**config.mk**
```make
export PLATFORM = sky130hd
export DESIGN_NAME = pkt_dma_writer_flat
export DESIGN_NICKNAME = d
export VERILOG_FILES = /design/src/rtl/pkt_dma_pkg.sv /design/src/rtl/pkt_dma_writer_if.sv /design/src/rtl/pkt_dma_writer.sv /design/src/flat_wrapper.sv
export SDC_FILE = /design/constraint.sdc
export NUM_CORES = 1
export LEC_CHECK = 0
export ABC_AREA = 1
export BUFFER_PORTS_ARGS = -buffer_cell sky130_fd_sc_hd__buf_2
export CAP_MARGIN = 20
export CELL_PAD_IN_SITES_DETAIL_PLACEMENT = 1
export CELL_PAD_IN_SITES_GLOBAL_PLACEMENT = 2
export CORE_UTILIZATION = 28
export CTS_CLUSTER_SIZE = 8
export DETAILED_ROUTE_END_ITERATION = 10
export PLACE_DENSITY = 0.79
export REMOVE_ABC_BUFFERS = 1
export SYNTH_ARGS = -nofsm -noshare
export SYNTH_HDL_FRONTEND = slang
export SYNTH_SLANG_ARGS = --single-unit
```
**constraint.sdc**
```tcl
create_clock -name clk -period 2.4 [get_ports clk]
set_clock_uncertainty 0.15 [all_clocks]
set_input_delay 0.48 -clock clk [delete_from_list [all_inputs] [get_ports clk]]
set_output_delay 0.48 -clock clk [all_outputs]
set_load 0.01 [all_outputs]
```
**src/rtl/pkt_dma_pkg.sv**
```systemverilog
// Shared definitions for the packet DMA writer and the host-facing register bank.
// dma_state_t is the 2-bit status the bank mirrors into control[1:0].
package pkt_dma_pkg;

   typedef enum logic [1:0] {
      IDLE  = 2'd0,
      BUSY  = 2'd1,
      DONE  = 2'd2,
      ERROR = 2'd3
   } dma_state_t;

   // Bit position of the status field inside the host control register.
   localparam int STATE_LSB = 0;

endpackage

```
**src/rtl/pkt_dma_writer_if.sv**
```systemverilog
// Bus bundle for the packet DMA writer: capture stream (s_*) plus the
// Avalon-MM write master (m_*).
//   master : DMA side  - consumes the stream, drives the Avalon request
//   slave  : far side  - sources the stream, answers with m_waitrequest
interface pkt_dma_writer_if #(
   parameter int N      = 32,
   parameter int ADDR_W = 32
);
   logic [N-1:0]      s_data;
   logic              s_valid;
   logic              s_last;
   logic              s_ready;
   logic [ADDR_W-1:0] m_address;
   logic              m_write;
   logic [N-1:0]      m_writedata;
   logic [N/8-1:0]    m_byteenable;
   logic              m_waitrequest;

   modport master (
      input  s_data, s_valid, s_last, m_waitrequest,
      output s_ready, m_address, m_write, m_writedata, m_byteenable
   );

   modport slave (
      output s_data, s_valid, s_last, m_waitrequest,
      input  s_ready, m_address, m_write, m_writedata, m_byteenable
   );
endinterface

```
**src/rtl/pkt_dma_writer.sv**
```systemverilog
// Avalon-MM write master that copies one captured packet from the capture
// stream into SDRAM, one word per FETCH/WRITE pair.
// Ports:
//   clk, reset           single clock, synchronous active-high reset
//   start                one-cycle pulse, begins a transfer from IDLE/DONE/ERROR
//   pkt_addr, pkt_len    destination byte address (N/8 aligned) and byte length
//   bus (master)         stream in (s_*) and Avalon write master (m_*)
//   state                IDLE / BUSY / DONE / ERROR status for the register bank
//   words_done           beats accepted by the slave in the current or last transfer
//
// state   | meaning
// --------+------------------------------------------------------------
// S_IDLE  | nothing since reset; waits for start
// S_FETCH | s_ready high, waiting for the next stream word
// S_WRITE | m_write high with one captured word, waiting for accept
// S_DONE  | packet written completely (sticky)
// S_ERROR | misaligned address or s_last disagreeing with pkt_len (sticky)
module pkt_dma_writer
   import pkt_dma_pkg::*;
#(
   parameter int N      = 32,
   parameter int ADDR_W = 32,
   parameter int LEN_W  = 32
) (
   input  logic              clk,
   input  logic              reset,
   input  logic              start,
   input  logic [ADDR_W-1:0] pkt_addr,
   input  logic [LEN_W-1:0]  pkt_len,
   pkt_dma_writer_if.master  bus,
   output logic [1:0]        state,
   output logic [LEN_W-1:0]  words_done
);

   localparam int BPB = N / 8;
   localparam int AL  = $clog2(BPB);

   localparam logic [2:0] S_IDLE  = 3'd0;
   localparam logic [2:0] S_FETCH = 3'd1;
   localparam logic [2:0] S_WRITE = 3'd2;
   localparam logic [2:0] S_DONE  = 3'd3;
   localparam logic [2:0] S_ERROR = 3'd4;

   // Byte enables of the final beat: the low (len mod BPB) lanes, or all lanes
   // when the length is a whole number of words.
   function automatic logic [BPB-1:0] be_fn(input logic [LEN_W-1:0] len);
      logic [LEN_W-1:0] r;
      r = len % LEN_W'(BPB);
      for (int i = 0; i < BPB; i++) begin
         be_fn[i] = (r == '0) || (LEN_W'(i) < r);
      end
   endfunction

   logic [2:0]        fsm;
   logic [ADDR_W-1:0] addr_q;
   logic [N-1:0]      data_q;
   logic [BPB-1:0]    be_q;
   logic              last_q;
   logic [LEN_W-1:0]  len_q;
   logic [LEN_W-1:0]  words_left;

   logic              misaligned;
   logic [LEN_W-1:0]  words_ceil;

   assign misaligned = (pkt_addr % ADDR_W'(BPB)) != '0;
   // Rounded-up word count without forming len+BPB-1, which could overflow.
   assign words_ceil = (pkt_len >> AL) + LEN_W'((pkt_len % LEN_W'(BPB)) != '0);

   always_ff @(posedge clk) begin
      if (reset) begin
         fsm        <= S_IDLE;
         addr_q     <= '0;
         data_q     <= '0;
         be_q       <= '0;
         last_q     <= 1'b0;
         len_q      <= '0;
         words_left <= '0;
         words_done <= '0;
      end else begin
         case (fsm)
            S_IDLE, S_DONE, S_ERROR: begin
               if (start) begin
                  addr_q     <= pkt_addr;
                  len_q      <= pkt_len;
                  words_left <= words_ceil;
                  words_done <= '0;
                  if (misaligned)           fsm <= S_ERROR;
                  else if (pkt_len == '0)   fsm <= S_DONE;
                  else                      fsm <= S_FETCH;
               end
            end
            S_FETCH: begin
               if (bus.s_valid) begin
                  data_q <= bus.s_data;
                  last_q <= bus.s_last;
                  be_q   <= (words_left == LEN_W'(1)) ? be_fn(len_q) : '1;
                  fsm    <= S_WRITE;
               end
            end
            S_WRITE: begin
               if (!bus.m_waitrequest) begin
                  words_done <= words_done + LEN_W'(1);
                  words_left <= words_left - LEN_W'(1);
                  addr_q     <= addr_q + ADDR_W'(BPB);
                  if (words_left == LEN_W'(1))
                     fsm <= last_q ? S_DONE : S_ERROR;
                  else if (last_q)
                     fsm <= S_ERROR;
                  else
                     fsm <= S_FETCH;
               end
            end
            default: fsm <= S_IDLE;
         endcase
      end
   end

   assign bus.s_ready      = (fsm == S_FETCH);
   assign bus.m_write      = (fsm == S_WRITE);
   assign bus.m_address    = addr_q;
   assign bus.m_writedata  = data_q;
   assign bus.m_byteenable = be_q;

   always_comb begin
      state = IDLE;
      case (fsm)
         S_FETCH, S_WRITE: state = BUSY;
         S_DONE:           state = DONE;
         S_ERROR:          state = ERROR;
         default:          state = IDLE;
      endcase
   end

endmodule
```
**src/flat_wrapper.sv**
```systemverilog
// flat-port wrapper written by rule: the top's interface ports become plain ports
module pkt_dma_writer_flat import pkt_dma_pkg::*;
#(
   parameter int N      = 32,
   parameter int ADDR_W = 32,
   parameter int LEN_W  = 32
)
  (clk, reset, start, pkt_addr, pkt_len, state, words_done, bus_s_data, bus_s_valid, bus_s_last, bus_m_waitrequest, bus_s_ready, bus_m_address, bus_m_write, bus_m_writedata, bus_m_byteenable);
  pkt_dma_writer_if #(.N(N), .ADDR_W(ADDR_W)) bus_i ();
  input  logic clk;
  input  logic reset;
  input  logic start;
  input  logic [ADDR_W-1:0] pkt_addr;
  input  logic [LEN_W-1:0] pkt_len;
  output logic [1:0] state;
  output logic [LEN_W-1:0] words_done;
  input wire logic [$bits(bus_i.s_data)-1:0] bus_s_data;
  input wire logic [$bits(bus_i.s_valid)-1:0] bus_s_valid;
  input wire logic [$bits(bus_i.s_last)-1:0] bus_s_last;
  input wire logic [$bits(bus_i.m_waitrequest)-1:0] bus_m_waitrequest;
  output wire logic [$bits(bus_i.s_ready)-1:0] bus_s_ready;
  output wire logic [$bits(bus_i.m_address)-1:0] bus_m_address;
  output wire logic [$bits(bus_i.m_write)-1:0] bus_m_write;
  output wire logic [$bits(bus_i.m_writedata)-1:0] bus_m_writedata;
  output wire logic [$bits(bus_i.m_byteenable)-1:0] bus_m_byteenable;
  assign bus_i.s_data = bus_s_data;
  assign bus_i.s_valid = bus_s_valid;
  assign bus_i.s_last = bus_s_last;
  assign bus_i.m_waitrequest = bus_m_waitrequest;
  assign bus_s_ready = bus_i.s_ready;
  assign bus_m_address = bus_i.m_address;
  assign bus_m_write = bus_i.m_write;
  assign bus_m_writedata = bus_i.m_writedata;
  assign bus_m_byteenable = bus_i.m_byteenable;
  pkt_dma_writer #(.N(N), .ADDR_W(ADDR_W), .LEN_W(LEN_W)) u_core (.clk(clk), .reset(reset), .start(start), .pkt_addr(pkt_addr), .pkt_len(pkt_len), .bus(bus_i), .state(state), .words_done(words_done));
endmodule
```
==> impl_metrics.env <==
export IMPL_outcome="complete, no violations"
export IMPL_synth_cells=1478
export IMPL_async_reset_ff_share_pct=0
export IMPL_crit_family="buffers and inverters"
export IMPL_cts_tree="built"
export IMPL_multi_input_area_um2=5220
export IMPL_place_area_um2=10500
export IMPL_grt_pass1_wl_um=57600
export IMPL_numCtsBuffers=17
export IMPL_die_y_um=179
export IMPL_rsz0062_at_grt="false"
export IMPL_grt_use_total_pct=22.9
export IMPL_drc=0
export IMPL_clock_sinks=138
export IMPL_wl_um=35900
export IMPL_hold_path_class="input port to flop"
export IMPL_dp_hpwl_um=27400
export IMPL_end_kind="output pin"
export IMPL_worstMarginPinSlew_ns=0.530
export IMPL_wl_met2_um=16500
export IMPL_ys_ff_latch=138
export IMPL_fin_nets=1807
export IMPL_ctsLongestPathBuffers=2
export IMPL_totalPowerFinal_w=0.00666
export IMPL_syn_to_final_growth_pct=26.8
export IMPL_clkLatencyLatePin_ns=0.43
export IMPL_antenna_found_initial=3
export IMPL_crit_slowest_cell="dfxtp_1"
export IMPL_synth_simple_area_share_pct=40.1
export IMPL_max_freq_mhz=442
export IMPL_synthMuxAreaShare_pct=0
export IMPL_path_max_fanout=30
export IMPL_crit_buf_inv=4
export IMPL_rows=64
export IMPL_timing_hold_violations_final=0
export IMPL_relSlewSlack_pct=64.5
export IMPL_fin_cells=2104
export IMPL_vias=10500
export IMPL_synth_xor_area_share_pct=1.49
export IMPL_drive_gt1_share_pct=18.2
export IMPL_final_cell_mix="nand2_1 (349), nor2_1 (265), buf_2 (205)"
export IMPL_io_pins=206
export IMPL_slew_viol_final=0
export IMPL_crit_chain="inv_2 -> nor3_4 -> buf_4 -> clkbuf_16 -> buf_2"
export IMPL_wl_met1_um=17100
export IMPL_synth_compound_area_share_pct=16.0
export IMPL_wl_per_cell_um=17.1
export IMPL_portBuffers=205
export IMPL_clk_pin_slew_ns=0.07
export IMPL_grt_pass1_vias=10800
export IMPL_ys_flop_type="dfxtp_1"
export IMPL_postRouteAntennaNets=0
export IMPL_cp_start_kind="flop"
export IMPL_yosys_area_share_adder_pct=1.42
export IMPL_whs_ns=0.121
export IMPL_drt_vias_per_instance=5.00
export IMPL_finalSetupViolCount=0
export IMPL_layout_commonest_cell="nand2_1"
export IMPL_fin_crit_ns=2.26
export IMPL_arrival_ns=1.63
export IMPL_powerDensity_nw_per_um2=597
export IMPL_min_period_over_period_pct=94.3
export IMPL_vdd_drop_max_uv=439
export IMPL_start_util_pct=28.6
export IMPL_ys_types=41
export IMPL_highest_layer="met5"
export IMPL_synth_top_family_by_area="simple AND/OR/NAND/NOR gates"
export IMPL_fill_cells=4147
export IMPL_netlist_area_um2=8810
export IMPL_grt_start_max_net_pins=87
export IMPL_syn_avg_cell_area_um2=5.96
export IMPL_stdcell_area_um2=11200
export IMPL_firstDrtPassIters=7
export IMPL_die_area_um2=32200
export IMPL_regArea_um2=2760
export IMPL_place_inst=2069
export IMPL_max_cap_viol_count=0
export IMPL_die_w_um=179
export IMPL_seq_area_frac_synth_pct=31.4
export IMPL_routed_wl_met3_um=1810
export IMPL_routabilityCongestion=0.887
export IMPL_synth_edff_count=0
export IMPL_drt_iter0_drc=447
export IMPL_criticalPathCategory="flop to output pin"
export IMPL_max_stage_delay_ns=0.41
export IMPL_overflow=0
export IMPL_cp_data_required_time_ns=1.77
export IMPL_p_leak_nw=5.08
export IMPL_cts_max_level=4
export IMPL_clockRootBuffer="clkbuf_16"
export IMPL_yosysWarnings=0
export IMPL_core_area_um2=30700
-- metal layers --
metal	vias up	track usage, %
met4	4	5.25
met2	226	38.0
met5	-	0
met1	4990	30.0
li1	5257	-
met3	34	5.27
-- registers in the layout, summed over array words and instances (netlist names) --
signal / count
u_core.words_done: 32
u_core.last_q: 1
u_core.bus.m_byteenable: 4
u_core.len_q: 2
u_core.bus.m_writedata: 32
u_core.bus.m_address: 32
u_core.words_left: 32
u_core.fsm: 3
-- repair_timing --
| action | 4_1_cts | 5_1_grt |
|---|---|---|
| resized for setup | 0 | 8 |
| setup endpoints to repair | 0 | 8 |
| setup buffers | 0 | 2 |
| hold buffers | 0 | 0 |
-- cells by family after synthesis --
family	Yosys count
xor+xnor	15
flops	138
compound gates	269
simple gates	833
fa+ha+maj	10
buf+inv	213
-- area by class of cell --
| type | count | area share (%) |
|---|---|---|
| multi-input cells | 1127 | 46.7 |
| diodes | 1 | 0.0224 |
| repair buffers | 250 | 13.1 |
| well taps | 396 | 4.44 |
| inverters | 161 | 5.44 |
| clock buffers | 19 | 4.06 |
| flip-flops and latches | 138 | 24.7 |
| clock inverters | 12 | 1.47 |
-- cell usage after synthesis, types with 5 or more instances --
cell type / count / share of area (%)
a21oi_1: 96 / 5.5
a31oi_1: 12 / 0.85
buf_2: 10 / 0.57
buf_4: 5 / 0.43
clkbuf_1: 31 / 1.3
dfxtp_1: 138 / 31
ha_1: 10 / 1.4
inv_1: 156 / 6.6
nand2_1: 349 / 15
nand3_1: 112 / 6.4
nand4_1: 42 / 3.0
nor2_1: 268 / 11
nor3_1: 36 / 2.0
o21ai_0: 138 / 7.8
o21bai_1: 6 / 0.51
or2_2: 7 / 0.50
xnor2_1: 5 / 0.50
xor2_1: 10 / 0.99
-- where the power goes --
| part | switching, W | total (W) | internal (W) |
|---|---|---|---|
| logic | 0.000778 | 0.00121 | 0.000434 |
| clock network | 0.00116 | 0.00286 | 0.00170 |
| registers | 0.000162 | 0.00259 | 0.00242 |
-- worst paths after layout --
kind,start,to,slack (ns),cells past startpoint
worst max-delay path,u_core.fsm[1],bus_m_write,0.14,5
worst min-delay path,bus_s_data[16],u_core.bus.m_writedata[16],0.12,3
worst max register to register,u_core.words_left[7],u_core.fsm[0],0.25,10
worst min register to register,u_core.bus.m_byteenable[0],u_core.bus.m_byteenable[0],0.34,2
-- worst register-to-register path, delay by kind of cell, from the launching register on --
kind            cells  cell delay (ns)
flops               1             0.36
buf+inv             2             0.30
fa+ha+maj           1             0.23
compound gates      2             0.31
simple gates        5             0.73
-- stage by stage --
| step | util [%] | setup slack (ns) | setup TNS [ns] |
|---|---|---|---|
| after floorplan | - | -1.44 | -135.88 |
| after global placement | 34.1 | 0.0409 | 0 |
| after detailed placement | 34.1 | -0.0433 | -0.0979 |
| after CTS | 36.1 | 0.0289 | 0 |
| after global routing | 36.3 | 0.00207 | 0 |
| final | 36.3 | 0.138 | 0 |
Note: power is estimated with default switching activity, not from simulation.
